===== src/rtl/instruction_fetch_unit_pkg.sv =====
// Shared types and constants for the instruction fetch unit.
package ifu_pkg;
  localparam int XLEN    = 32;
  localparam int PC_STEP = 4;

  typedef enum logic [1:0] {
    IDLE  = 2'd0,
    FETCH = 2'd1,
    FULL  = 2'd2
  } fetch_state_e;

  typedef struct packed {
    logic [XLEN-1:0] pc;
    logic [XLEN-1:0] instr;
  } fetch_entry_t;
endpackage


===== src/rtl/instruction_fetch_unit_if.sv =====
// Fetch-to-decode valid/ready handshake carrying {pc, instruction}.
interface instruction_fetch_unit_if;
  import ifu_pkg::*;
  logic            if_valid;
  logic            if_ready;
  logic [XLEN-1:0] if_instr;
  logic [XLEN-1:0] if_pc;

  modport master (output if_valid, output if_instr, output if_pc, input if_ready);
  modport slave  (input if_valid, input if_instr, input if_pc, output if_ready);
endinterface


===== src/rtl/instruction_fetch_unit_fetch_queue.sv =====
// Shift-register FIFO of fetch entries. Slot 0 is always the head, so the
// head outputs come straight from flops with no read mux.
module fetch_queue
  import ifu_pkg::*;
#(
  parameter int QUEUE_DEPTH = 4,
  localparam int CW = $clog2(QUEUE_DEPTH) + 1
) (
  input  logic          clk,
  input  logic          rst_n,
  input  logic          push,
  input  logic          pop,
  input  logic          flush,
  input  fetch_entry_t  din,
  output fetch_entry_t  head,
  output logic [CW-1:0] count,
  output logic          full,
  output logic          empty
);
  fetch_entry_t  entry_reg  [QUEUE_DEPTH];
  fetch_entry_t  entry_next [QUEUE_DEPTH];
  logic [CW-1:0] count_reg;
  logic [CW-1:0] count_next;

  genvar gi;
  generate
    for (gi = 0; gi < QUEUE_DEPTH; gi++) begin : gen_slot
      fetch_entry_t shift_src;
      if (gi < QUEUE_DEPTH - 1) begin : gen_shift
        assign shift_src = entry_reg[gi+1];
      end else begin : gen_last
        assign shift_src = entry_reg[gi];
      end
      // On pop everything moves down one slot and a push lands at count-1;
      // otherwise a push lands at count.
      assign entry_next[gi] = pop
        ? ((push && count_reg == CW'(gi + 1)) ? din : shift_src)
        : ((push && count_reg == CW'(gi)) ? din : entry_reg[gi]);
    end
  endgenerate

  assign count_next = flush ? '0 : (count_reg + CW'(push) - CW'(pop));

  // Storage and occupancy registers.
  always_ff @(posedge clk or negedge rst_n) begin
    if (!rst_n) begin
      for (int i = 0; i < QUEUE_DEPTH; i++) entry_reg[i] <= '0;
      count_reg <= '0;
    end else begin
      for (int i = 0; i < QUEUE_DEPTH; i++) entry_reg[i] <= entry_next[i];
      count_reg <= count_next;
    end
  end

  assign head  = entry_reg[0];
  assign count = count_reg;
  assign full  = (count_reg == CW'(QUEUE_DEPTH));
  assign empty = (count_reg == '0);
endmodule


===== src/rtl/instruction_fetch_unit.sv =====
// Instruction fetch stage: program counter, fetch FSM and fetch queue.
// Optional IFU_PERF_CNT_EN adds perf_fetched / perf_flushed counters.
module instruction_fetch_unit
  import ifu_pkg::*;
#(
  parameter logic [31:0] RESET_PC    = 32'h0000_0000,
  parameter int          QUEUE_DEPTH = 4,
  parameter int          IMEM_AW     = 8
) (
  input  logic               clk,
  input  logic               rst_n,
  input  logic               fetch_en,
  input  logic               redirect_valid,
  input  logic [31:0]        redirect_pc,
  output logic [IMEM_AW-1:0] imem_addr,
  input  logic [31:0]        imem_data,
  instruction_fetch_unit_if.master dec,
`ifdef IFU_PERF_CNT_EN
  output logic [31:0]        perf_fetched,
  output logic [31:0]        perf_flushed,
`endif
  output logic               misalign_err
);
  localparam int CW = $clog2(QUEUE_DEPTH) + 1;

  fetch_state_e  state_reg;
  logic [31:0]   pc_reg;
  logic          misalign_reg;
  logic          push;
  logic          pop;
  logic [CW-1:0] q_count;
  logic          q_full;
  logic          q_empty;
  fetch_entry_t  q_din;
  fetch_entry_t  q_head;

  assign imem_addr = pc_reg[IMEM_AW+1:2];
  assign pop       = dec.if_valid & dec.if_ready;
  assign push      = (state_reg == FETCH) & ~redirect_valid & (~q_full | pop);
  assign q_din     = '{pc: pc_reg, instr: imem_data};

  fetch_queue #(.QUEUE_DEPTH(QUEUE_DEPTH)) u_queue (
    .clk   (clk),
    .rst_n (rst_n),
    .push  (push),
    .pop   (pop),
    .flush (redirect_valid),
    .din   (q_din),
    .head  (q_head),
    .count (q_count),
    .full  (q_full),
    .empty (q_empty)
  );

  assign dec.if_valid = ~q_empty;
  assign dec.if_instr = q_head.instr;
  assign dec.if_pc    = q_head.pc;
  assign misalign_err = misalign_reg;

  // Fetch FSM with pc and sticky misalign flag; redirect overrides pc advance.
  always_ff @(posedge clk or negedge rst_n) begin
    if (!rst_n) begin
      state_reg    <= IDLE;
      pc_reg       <= RESET_PC;
      misalign_reg <= 1'b0;
    end else begin
      if (redirect_valid) begin
        pc_reg <= {redirect_pc[31:2], 2'b00};
        if (redirect_pc[1:0] != 2'b00) misalign_reg <= 1'b1;
      end else if (push) begin
        pc_reg <= pc_reg + 32'(PC_STEP);
      end
      case (state_reg)
        IDLE: begin
          if (fetch_en) state_reg <= FETCH;
        end
        FETCH: begin
          if (!fetch_en) state_reg <= IDLE;
          else if (push && !pop && q_count == CW'(QUEUE_DEPTH - 1)) state_reg <= FULL;
        end
        FULL: begin
          if (!fetch_en) state_reg <= IDLE;
          else if (pop || redirect_valid) state_reg <= FETCH;
        end
        default: state_reg <= IDLE;
      endcase
    end
  end

`ifdef IFU_PERF_CNT_EN
  // Delivered and flushed instruction counters; an entry popped during a
  // redirect counts as delivered, not flushed.
  always_ff @(posedge clk or negedge rst_n) begin
    if (!rst_n) begin
      perf_fetched <= '0;
      perf_flushed <= '0;
    end else begin
      perf_fetched <= perf_fetched + 32'(pop);
      if (redirect_valid) perf_flushed <= perf_flushed + 32'(q_count) - 32'(pop);
    end
  end
`endif
endmodule


===== src/flat_wrapper.sv =====
// flat-port wrapper written by rule: the top's interface ports become plain ports
module instruction_fetch_unit_flat import ifu_pkg::*;
#(
  parameter logic [31:0] RESET_PC    = 32'h0000_0000,
  parameter int          QUEUE_DEPTH = 4,
  parameter int          IMEM_AW     = 8
)
  (clk, rst_n, fetch_en, redirect_valid, redirect_pc, imem_addr, imem_data, misalign_err, dec_if_valid, dec_if_instr, dec_if_pc, dec_if_ready);
  instruction_fetch_unit_if dec_i ();
  input  logic clk;
  input  logic rst_n;
  input  logic fetch_en;
  input  logic redirect_valid;
  input  logic [31:0] redirect_pc;
  output logic [IMEM_AW-1:0] imem_addr;
  input  logic [31:0] imem_data;
  output logic misalign_err;
  output wire logic [$bits(dec_i.if_valid)-1:0] dec_if_valid;
  output wire logic [$bits(dec_i.if_instr)-1:0] dec_if_instr;
  output wire logic [$bits(dec_i.if_pc)-1:0] dec_if_pc;
  input wire logic [$bits(dec_i.if_ready)-1:0] dec_if_ready;
  assign dec_if_valid = dec_i.if_valid;
  assign dec_if_instr = dec_i.if_instr;
  assign dec_if_pc = dec_i.if_pc;
  assign dec_i.if_ready = dec_if_ready;
  instruction_fetch_unit #(.RESET_PC(RESET_PC), .QUEUE_DEPTH(QUEUE_DEPTH), .IMEM_AW(IMEM_AW)) u_core (.clk(clk), .rst_n(rst_n), .fetch_en(fetch_en), .redirect_valid(redirect_valid), .redirect_pc(redirect_pc), .imem_addr(imem_addr), .imem_data(imem_data), .dec(dec_i), .misalign_err(misalign_err));
endmodule

===== config.mk =====
export PLATFORM = sky130hd
export DESIGN_NAME = instruction_fetch_unit_flat
export DESIGN_NICKNAME = d
export VERILOG_FILES = /design/src/rtl/instruction_fetch_unit_pkg.sv /design/src/rtl/instruction_fetch_unit_if.sv /design/src/rtl/instruction_fetch_unit_fetch_queue.sv /design/src/rtl/instruction_fetch_unit.sv /design/src/flat_wrapper.sv
export SDC_FILE = /design/constraint.sdc
export NUM_CORES = 1
export LEC_CHECK = 0
export CAP_MARGIN = 25
export CELL_PAD_IN_SITES_DETAIL_PLACEMENT = 0
export CELL_PAD_IN_SITES_GLOBAL_PLACEMENT = 1
export CORE_ASPECT_RATIO = 0.75
export CORE_MARGIN = 2
export CORE_UTILIZATION = 40
export CTS_CLUSTER_SIZE = 28
export DETAILED_ROUTE_END_ITERATION = 7
export PLACE_DENSITY_LB_ADDON = 0.1
export SLEW_MARGIN = 10
export SYNTH_ARGS = -nofsm -noshare
export SYNTH_HDL_FRONTEND = slang
export SYNTH_SLANG_ARGS = --single-unit

===== constraint.sdc =====
create_clock -name clk -period 6.4 [get_ports clk]
set_input_delay 0.96 -clock clk [delete_from_list [all_inputs] [get_ports clk]]
set_output_delay 0.96 -clock clk [all_outputs]
set_load 0.01 [all_outputs]

* Word level (Yosys, flattened, before mapping)
Index checks and enable logic that the tools add are counted.
Word-level totals: register bits 294, word-level logic and storage cells 66
Cells by class: add/sub/neg operators 3, equal/unequal tests 10, multiplexer cells 18, bitwise logic cells 7, reductions and logical operators 16
Operators with widths (number):
- $mux 64 | 9
- $mux 32 | 2
- $add 32x3->32 const B | 1
- $mux 2 | 5
- $logic_and 1x1->1 | 7
- $eq 3x2->1 const B | 2
- $pmux 2 s3 | 1
- $reduce_bool 2->1 | 3
- $ne 2x2->1 const B | 2
- $add 3x1->3 | 1
- $and 1x1->1 | 3
- $eq 3x1->1 const B | 1
- $eq 3x3->1 const B | 1
- $logic_not 3->1 | 1
- $mux 3 | 1
- $ne 3x2->1 const B | 1
- $ne 3x3->1 const B | 1
- $not 1->1 | 3
- $reduce_and 3->1 | 1
- $sub 3x1->3 | 1
- $eq 2x1->1 const B | 1
- $eq 2x2->1 const B | 1
- $logic_not 2->1 | 1
- $reduce_and 2->1 | 1
- 3 further kinds | 3

* Logic depth before layout (Yosys ltp)
Gate-level depths: netlist of the first run.
word-level depth 10, depth in mapped cells 10, mapped depth without buffers 10

* Modules after synthesis
From an unflattened synthesis of the first run, not the netlist that was laid out.
Unflattened totals: cell total of the unflattened synthesis 1295, area, all modules 15174.6 µm²
By module, submodules not included:
- fetch_queue | instances 1, cells each 1070, area each 13206.4 µm², sequential area each 6481.2 µm²
- instruction_fetch_unit | instances 1, cells each 225, area each 1968.1 µm², sequential area each 825.8 µm²

* Worst setup path after synthesis of the first run
No wires, ideal clock.
path type input -> register, from in dec_if_ready, to reg u_core.u_queue.count_reg[2] (netlist: u_core.u_queue.count[2]), setup time 0.131 ns, data arrival time 2.740 ns, required time 6.269 ns, setup slack 3.528 ns, stages on the path 10, path buffers 0, cell sequence or4b_1 > nand2_1 > inv_2 > ha_1 > inv_1 > ha_1 > inv_1 > fa_1 > xnor2_1 > nor2_1
On the way: word-level cells in the longest chain between the ends 6
RTL lines:
- start: declaration | RTL line flat_wrapper.sv:21 | input wire logic [$bits(dec_i.if_ready)-1:0] dec_if_ready;
- $and 1x1->1 (*) | RTL line instruction_fetch_unit.sv:38 | assign pop = dec.if_valid & dec.if_ready;
- $or 1x1->1 | RTL line instruction_fetch_unit.sv:39 | assign push = (state_reg == FETCH) & ~redirect_valid & (~q_full | pop);
- $and 1x1->1 | RTL line instruction_fetch_unit.sv:39
- $add 3x1->3 | RTL line instruction_fetch_unit_fetch_queue.sv:42 | assign count_next = flush ? '0 : (count_reg + CW'(push) - CW'(pop));
- $sub 3x1->3 (*) | RTL line instruction_fetch_unit_fetch_queue.sv:42
- $mux 3 (*) | RTL line instruction_fetch_unit_fetch_queue.sv:42
- net u_core.u_queue.count_next[2] | RTL line instruction_fetch_unit_fetch_queue.sv:23 | logic [CW-1:0] count_next;
- end signal: assignment | RTL line instruction_fetch_unit_fetch_queue.sv:51 | count_reg <= count_next;
- end: declaration | RTL line instruction_fetch_unit_fetch_queue.sv:22 | logic [CW-1:0] count_reg;
The timed path passes the listed nets; every way through them passes the cells marked *. A chain may end at the register's enable or synchronous reset.

* Worst setup path in the final report of the first run
Same ends and word-level chain as after synthesis.

==> metrics.md, run 1 <==
| Metric | Value |
|---|---|
| Share of layout cells above drive strength 1 | `0.117` |
| Pleak | `7.24 nW` |
| Slew margin rel. | `0.356` |
| Measured slew at the worst slew-check pin | `963 ps` |
| Crit path launch type | `input pin` |
| CP Capture Type | `flip-flop` |
| Avg Vias per Cell | `5.73` |
| R2R cell count | `10` |
| Core Region | `32400 µm²` |
| Crit path depth | `11` |
| Via count | `9571` |
| Reg area | `7310 µm²` |
| WP data arrival | `4190 ps` |
| Setup bufs post-CTS | `0` |
| Starting Density | `0.406` |
| Antenna violations before repair | `0` |
| Syn-to-layout area delta | `16.2%` |
| Num CTS Buffers | `31` |
| GR Overflow Total | `0` |
| HPWL after DPL | `21900 µm` |
| Minimum clock period | `3740 ps` |
| Clk Latency, worst-skew pair | `560 ps` |
| Chain of cells forming the critical path | `clkdlybuf4s50_1, or4b_1, nand2_1, inv_2, ha_1, inv_1, ha_1, inv_1, fa_1, xnor2_1, nor2_1` |
| Max reg flops | `192` |
| Dpl cells | `1612` |
| Die height | `161 µm` |
| CTS tree | `yes` |
| # setup viols final | `0` |
| WL/cell | `22.0 µm` |
| GRT Total Usage | `0.217` |
| Initial DRT Pass Iterations | `8` |
| Setup TNS | `0 ps` |
| Antenna fix cells | `0` |
| CTS clk-pin slew, worst paths | `70 ps` |
| Vias in the first global route | `9543` |
| Prevailing post-synth register cell | `dfrtp_1` |
| Violated checks | `design-rule violations` |
| Post-CTS Resized | `0` |
| Detailed-route DRC error count | `4` |
| H-tree Lvls | `1` |
| Top fanout value on the critical path | `15` |
| Post-CTS Hold Buffers | `0` |
| Pin count of the biggest net entering global routing | `127` |
| Clk sinks | `292` |
| Peak supply drop | `0.226 mV` |
| Final count of pins violating max slew | `0` |
| Worst hold path type | `input pin to async pin` |
| Worst path bufs/invs | `4` |
| Number of fill cells in the layout | `3034` |
| Mapped Area | `13200 µm²` |
| Status | `finished, violations left` |
| Critical Path RT | `6850 ps` |
| Critical Path Max Stage Delay | `720 ps` |
| Chip width | `213 µm` |
| Initial DRC Count | `1303` |
| Syn Nets | `1259` |
| Power density cells | `484 nW/µm²` |
| First-pass GRT wire length | `57900 µm` |
| FMAX | `268 MHz` |
| Hold Violations, Final | `0` |
| RSZ-0062 raised after global routing | `false` |
| RePlAce Congestion | `0.787` |
| I/O Buffers | `142` |
| Max cap viols | `0` |
| Synth warnings | `0` |
| Ports | `143` |
| Final ANT Viol Nets | `0` |
| Post-Syn Instances | `1186` |
| Fin crit share | `0.584` |
| Number of synthesized register bits | `292` |
| Final setup skew | `9.95 ps` |
| Avg Cell Area, Syn | `11.1 µm²` |
| Final Non-Filler Cells | `1669` |
| Final #Nets | `1277` |
| CP top delay family | `simple AND/OR/NAND/NOR gates` |
| Async set-reset flop share out of synthesis | `1.00` |
| Seq/Total Area, Yosys | `0.556` |
| Total die area | `34400 µm²` |
| Post-synth EDFFs | `0` |
| Crit path kind | `input pin to flip-flop` |
| CTS root buf | `clkbuf_16` |
| Multi-input logic area | `4090 µm²` |
| Distinct cells, synth | `58` |
| Max Root-Sink Buffers | `3` |
| Post-detailed-routing wire length | `36700 µm` |
| Rows | `57` |
| Worst path slowest cell | `clkdlybuf4s50_1` |
layout by cell type (no fill, tap or decap), types with 3 or more instances in the layout:
master / count
o21ai_0: 13
clkbuf_1: 6
o211ai_1: 11
ha_1: 3
xnor2_1: 3
a222oi_1: 141
clkinv_2: 7
clkdlybuf4s50_1: 140
mux2_2: 59
nand2_1: 44
a31oi_1: 3
and4_1: 4
a22o_1: 6
buf_4: 14
dfrtp_1: 292
o311ai_0: 9
clkbuf_8: 9
a211o_1: 5
nand4_1: 16
inv_1: 193
nand3_1: 22
o22ai_1: 47
nor2b_1: 6
nor2_1: 15
a21oi_1: 56
clkbuf_16: 31
nor3_1: 8
o21a_2: 3
and2_1: 3
nor3b_1: 3
and3_1: 11
stage by stage:
stage	instance area [µm²]	worst slack, ps	power [mW]	utilization	hold WS, ps
3_3_place_gp	14200	2230	5.52	0.439	460
3_5_place_dp	14200	2130	5.59	0.439	452
5_1_grt	15300	2480	7.89	0.472	487
6_report	15300	2660	7.39	0.472	455
2_1_floorplan	13200	3530	4.86	-	450
4_1_cts	15300	2720	7.43	0.471	480
layer usage:
metal / up-vias / global-route usage / routed length [µm]
li1: 4305 / - / -
met1: 4921 / 0.341 / 18000
met2: 316 / 0.317 / 15800
met3: 29 / 0.0383 / 2490
met4: 0 / 0.0347 / 437
met5: - / 0 / 0
final timing paths:
path | startpoint | endpoint | slack (ps)
min in group clk | u_core.misalign_err | u_core.misalign_err | 470
max in group asynchronous | rst_n | u_core.u_queue.head[43] | 4560
setup / recovery | dec_if_ready | u_core.u_queue.count[2] | 2660
hold reg to reg | u_core.misalign_err | u_core.misalign_err | 470
setup reg to reg | u_core.u_queue.count[2] | u_core.u_queue.count[2] | 3180
hold / removal | rst_n | u_core.u_queue.head[60] | 450
synthesized netlist by cell type (all sizes together), types with 8 or more instances:
library cell | count | area share
dfrtp | 292 | 0.56
inv | 194 | 0.055
a222oi | 141 | 0.11
buf | 121 | 0.066
mux2 | 59 | 0.051
a21oi | 56 | 0.021
clkbuf | 52 | 0.015
o22ai | 47 | 0.022
nand2 | 45 | 0.013
nand3 | 23 | 0.0088
nand4 | 16 | 0.0076
o21ai | 16 | 0.0064
nor2 | 15 | 0.0043
and3 | 11 | 0.0052
o211ai | 11 | 0.0063
nor3 | 10 | 0.0046
o311ai | 9 | 0.0060
nor2b | 8 | 0.0038
report_power, final:
| part | leakage (nW) | internal (mW) | switching, mW |
|---|---|---|---|
| logic | 3.08 | 1.18 | 1.28 |
| clock network | 0.510 | 1.07 | 0.744 |
| registers | 3.66 | 2.61 | 0.508 |
| total | 7.24 | 4.85 | 2.53 |
area by class of cell:
cell class                 count  share of cell area
clock buffer                  46              0.0604
clock inverter                10             0.00672
inverter                     194              0.0477
multi-input combinational    527               0.268
sequential                   292               0.478
tap                          442              0.0362
timing repair buffer         158               0.103
logic make-up after synthesis:
| family | after synthesis | share of synthesized area |
|---|---|---|
| buf+inv | 367 | 0.137 |
| xor+xnor | 4 | 0.00266 |
| flops | 292 | 0.556 |
| mux | 60 | 0.0513 |
| compound gates | 305 | 0.186 |
| simple gates | 154 | 0.0638 |
| fa+ha+maj | 4 | 0.00438 |
(Power assumes the default switching activity.)
==> run 2, diff against run 1 <==
==> constraint.sdc (replaced) <==
create_clock -name clk -period 3.7 [get_ports clk]
set_input_delay 0.555 -clock clk [delete_from_list [all_inputs] [get_ports clk]]
set_output_delay 0.555 -clock clk [all_outputs]
set_load 0.01 [all_outputs]
==> run 2 against run 1 <==
- worst setup slack got worse by 1900 ps
- die area did not move
- global-route usage down 0.46 points
- utilization up 0.60 points
- design area rose by 1.3%
- sequential cell count is the same
- the run ends with design-rule violations, negative hold slack left
- clock skew increased by 14 ps
- total power grew 74%
- wire length down 1.9%
- critical endpoint is now dec_if_valid
==> metrics.md, run 2 (same netlist as run 1, synthesis figures left out) <==
| Metric | Value |
|---|---|
| Initial DRT Pass Iterations | `8` |
| Chip width | `213 µm` |
| Max cap viols | `0` |
| # setup viols final | `0` |
| Syn-to-layout area delta | `17.6%` |
| Setup TNS | `0 ps` |
| Via count | `9545` |
| Violated checks | `design-rule violations, negative hold slack` |
| Pleak | `7.35 nW` |
| Total die area | `34400 µm²` |
| First-pass GRT wire length | `56700 µm` |
| WP data arrival | `2360 ps` |
| Num CTS Buffers | `30` |
| Die height | `161 µm` |
| Final setup skew | `24.0 ps` |
| Hold Violations, Final | `1` |
| GRT Total Usage | `0.212` |
| Detailed-route DRC error count | `19` |
| Critical Path RT | `3140 ps` |
| Pre-CTS setup slack | `555 ps` |
| Initial DRC Count | `1359` |
| Setup bufs post-CTS | `0` |
| R2R cell count | `6` |
| H-tree Lvls | `1` |
| Measured slew at the worst slew-check pin | `885 ps` |
| FMAX | `343 MHz` |
| Max reg flops | `192` |
| Rows | `57` |
| Crit path launch type | `flip-flop` |
| Top fanout value on the critical path | `13` |
| Final core utilization | `0.478` |
| Antenna violations before repair | `0` |
| CTS root buf | `clkbuf_16` |
| Most frequent cells in the layout | `dfrtp_1, inv_1, a222oi_1, clkdlybuf4s50_1, mux2_2` |
| Final #Nets | `1290` |
| Pin count of the biggest net entering global routing | `97` |
| Post-CTS Resized | `0` |
| Final ANT Viol Nets | `0` |
| CTS tree | `yes` |
| HPWL after DPL | `22400 µm` |
| Fin worst setup slack | `788 ps` |
| Max Root-Sink Buffers | `3` |
| Vias in the first global route | `9357` |
| RePlAce Congestion | `0.782` |
| Antenna fix cells | `0` |
| RSZ-0062 raised after global routing | `false` |
| CP Capture Type | `output pin` |
| Share of layout cells above drive strength 1 | `0.128` |
| Core Region | `32400 µm²` |
| Power density cells | `831 nW/µm²` |
| Clk Latency, worst-skew pair | `580 ps` |
| Final count of pins violating max slew | `0` |
| Hold slack | `-2.79 ps` |
| Peak supply drop | `0.395 mV` |
| Most common cell after layout, fill and taps aside | `dfrtp_1` |
| Slew margin rel. | `0.402` |
| GR Overflow Total | `0` |
| Avg Vias per Cell | `5.67` |
| Post-detailed-routing wire length | `36000 µm` |
| CTS clk-pin slew, worst paths | `60 ps` |
| WL/cell | `21.4 µm` |
| Crit path kind | `flip-flop to output pin` |
| Status | `finished, violations left` |
| Post-CTS Hold Buffers | `0` |
| Worst hold path type | `input pin to async pin` |
| Fin crit share | `0.787` |
| Starting Density | `0.406` |
| Minimum clock period | `2910 ps` |
| I/O Buffers | `142` |
| Clk sinks | `292` |
| Ports | `143` |
## run 2: changes by cell type in the layout (fill, tap and decap cells not counted), sizes merged
cell,before,now
buf,18,32
clkbuf,46,39
clkinv,7,10
bufinv,2,4
clkinvlp,1,2
## run 2: layer usage
layer	vias to the layer above	wire [µm]	global-route usage
met5	-	0	0
met4	0	573	0.0366
met3	41	2100	0.0313
met2	297	15600	0.318
met1	4884	17700	0.331
li1	4323	-	-
## run 2: worst max-delay path, cell delays in order (launching register included)
cell,delay [ps]
dfrtp_1,690
or3_1,440
clkdlybuf4s50_1,680
## run 2: worst paths after layout
path                                              start                             to  slack (ps)
worst max-delay path            u_core.u_queue.count[2]                   dec_if_valid         790
worst min-delay path                              rst_n        u_core.u_queue.head[59]          -3
worst max register to register  u_core.u_queue.count[1]        u_core.u_queue.head[19]         880
worst min register to register      u_core.misalign_err            u_core.misalign_err         470
max in group asynchronous                         rst_n  u_core.u_queue.entry_reg[130]        2760
min in group clk                    u_core.misalign_err            u_core.misalign_err         470
## run 2: per-stage QoR
| step | std cells | total power, mW | cell area (µm²) | hold slack [ps] |
|---|---|---|---|---|
| 6_report | 1682 | 12.9 | 15500 | -2.79 |
| 3_5_place_dp | 1627 | 9.71 | 14400 | 458 |
| 2_1_floorplan | 1186 | 8.40 | 13200 | 259 |
| 3_3_place_gp | 1626 | 9.59 | 14400 | 455 |
| 5_1_grt | 1682 | 13.7 | 15500 | 42.9 |
| 4_1_cts | 1682 | 12.9 | 15500 | 43.6 |
## run 2: cell type report
class | instances | area (µm²)
inverters | 194 | 728
clock inverters | 16 | 200
repair buffers | 172 | 1750
flip-flops and latches | 292 | 7310
fillers | 3035 | 16900
clock buffers | 39 | 845
well taps | 442 | 553
multi-input cells | 527 | 4090
## run 2: power by group
group | internal, mW | leakage, nW | switching [mW]
clock network | 1.89 | 0.515 | 1.32
registers | 4.51 | 3.66 | 0.867
logic | 2.08 | 3.17 | 2.19
total | 8.48 | 7.35 | 4.37
==> run 3, diff against run 2 <==
==> constraint.sdc (replaced) <==
create_clock -name clk -period 2.5 [get_ports clk]
set_input_delay 0.375 -clock clk [delete_from_list [all_inputs] [get_ports clk]]
set_output_delay 0.375 -clock clk [all_outputs]
set_load 0.01 [all_outputs]
==> run 3 against run 2 <==
- the flow finishes with violations (design-rule violations)
- global-route usage increased by 0.16 points
- first-iteration DRC count grew 1.8%
- sequential cell count stayed put
- critical endpoint unchanged
- sequential share of layout area shrank 0.89 points
- via count is 1.7% higher
- final cell count up 1.9%
- highest routed layer unchanged
- hold slack gained 170 ps
==> metrics.md, run 3 (same netlist as run 1, synthesis figures left out) <==
| Metric | Value |
|---|---|
| Status | `finished, violations left` |
| Violated checks | `design-rule violations` |
| Most frequent cells in the layout | `dfrtp_1, inv_1, a222oi_1, clkdlybuf4s50_1, mux2_2` |
| # setup viols final | `0` |
| CTS root buf | `clkbuf_16` |
| Psw | `6.47 mW` |
| I/O Buffers | `142` |
| Worst hold path type | `input pin to flip-flop` |
| Max Root-Sink Buffers | `3` |
| GR Overflow Total | `0` |
| Die height | `161 µm` |
| Slew margin rel. | `0.416` |
| Hold Violations, Final | `0` |
| Total die area | `34400 µm²` |
| H-tree Lvls | `1` |
| Peak supply drop | `0.673 mV` |
| Tot Pwr | `19.2 mW` |
| Measured slew at the worst slew-check pin | `875 ps` |
| Num CTS Buffers | `31` |
| Internal power | `12.7 mW` |
| Antenna fix cells | `0` |
| Top fanout value on the critical path | `13` |
| Final count of pins violating max slew | `0` |
| Critical Path RT | `2120 ps` |
| Detailed-route DRC error count | `6` |
| Via count | `9703` |
| Final setup skew | `9.31 ps` |
| Vias in the first global route | `9552` |
| First-pass GRT wire length | `57200 µm` |
| Rows | `57` |
| Most common cell after layout, fill and taps aside | `dfrtp_1` |
| Core Region | `32400 µm²` |
| Starting Density | `0.406` |
| Max reg flops | `192` |
| Power density cells | `1220 nW/µm²` |
| Share of layout cells above drive strength 1 | `0.142` |
| Syn-to-layout area delta | `19.9%` |
| Initial DRT Pass Iterations | `8` |
| RSZ-0062 raised after global routing | `false` |
| Clock share of power | `0.241` |
| CTS tree | `yes` |
| Part of the power in registers | `0.410` |
| Clk Latency, worst-skew pair | `570 ps` |
| Fin crit share | `0.965` |
| RePlAce Congestion | `0.812` |
| Chip width | `213 µm` |
| Crit path kind | `flip-flop to output pin` |
| Minimum clock period | `2410 ps` |
| Final ANT Viol Nets | `0` |
| Final core utilization | `0.487` |
| Sw frac | `0.337` |
| Combinational power share | `0.350` |
| Avg Vias per Cell | `5.66` |
| GRT Total Usage | `0.214` |
| Initial DRC Count | `1383` |
| Max cap viols | `0` |
| Crit path launch type | `flip-flop` |
| Pleak | `7.51 nW` |
| WP data arrival | `2040 ps` |
| Antenna violations before repair | `0` |
| Pin count of the biggest net entering global routing | `73` |
| Pre-CTS setup slack | `-283 ps` |
| HPWL after DPL | `22400 µm` |
| Fin worst setup slack | `88.7 ps` |
| Clk sinks | `292` |
| WL/cell | `21.1 µm` |
| Setup TNS | `0 ps` |
| CTS clk-pin slew, worst paths | `70 ps` |
| FMAX | `415 MHz` |
| Post-detailed-routing wire length | `36100 µm` |
| Ports | `143` |
| Final #Nets | `1322` |
| CP Capture Type | `output pin` |
-- run 3: changes by cell type in the layout (fill, tap and decap cells not counted), moves of 2 or more --
cell / before / now
buf_12: 8 / 15
buf_4: 22 / 44
bufinv_16: 4 / 2
clkbuf_1: 3 / 12
clkbuf_8: 6 / 8
clkinv_2: 8 / 1
-- run 3: final timing paths --
| path | startpoint | to | slack (ps) | cells after the start |
|---|---|---|---|---|
| hold reg to reg | u_core.misalign_err | u_core.misalign_err | 470 | 1 |
| min in group asynchronous | rst_n | u_core.u_queue.head[59] | 320 | 2 |
| max in group asynchronous | rst_n | u_core.u_queue.entry_reg[132] | 1380 | 3 |
| setup / recovery | u_core.u_queue.count[1] | dec_if_valid | 90 | 4 |
| hold / removal | redirect_valid | u_core.misalign_err | 170 | 3 |
| setup reg to reg | u_core.u_queue.count[1] | u_core.u_queue.count[2] | 200 | 10 |
-- run 3: layout make-up --
cell class	instances	area (µm²)
Sequential cell	292	7310
Multi-Input combinational cell	527	4090
Timing Repair Buffer	203	2080
Tap cell	442	553
Fill cell	2979	16600
Inverter	194	728
Clock inverter	5	81.3
Clock buffer	51	931
-- run 3: power by group through the flow --
stage | clock (mW) | sequential [mW] | combinational [mW]
after global placement | 0 | 7.89 | 6.58
after floorplan | 0 | 7.48 | 4.95
after CTS | 4.73 | 7.84 | 6.77
final | 4.62 | 7.86 | 6.71
after global routing | 4.93 | 8.10 | 7.44
after detailed placement | 0 | 7.91 | 6.74
-- run 3: through the flow --
step	hold slack, ps	cell area [µm²]	instances
after CTS	151	15800	1714
final	170	15800	1714
after floorplan	79.4	13200	1186
after global routing	153	15800	1714
after detailed placement	343	14700	1657
after global placement	347	14700	1656
-- run 3: what timing repair did --
action,in CTS,in global routing
resized for setup,1,0
hold buffers,1,0
buffers inserted,0,0
setup endpoints to repair,1,0
endpoints found under the hold margin,49,0
-- run 3: worst max-delay path, cell delays in order (launching register included) --
cell,delay [ps]
dfrtp_1,390
buf_4,200
or3_1,370
buf_4,180
dlygate4sd2_1,320
-- run 3: routing by layer --
layer / wire [µm] / global-route usage / up-vias / share of wire
met4: 515 / 0.0391 / 0 / 0.014
li1: - / - / 4405 / -
met3: 2360 / 0.0340 / 36 / 0.065
met5: 0 / 0 / - / 0
met1: 17600 / 0.335 / 4955 / 0.49
met2: 15700 / 0.314 / 307 / 0.43
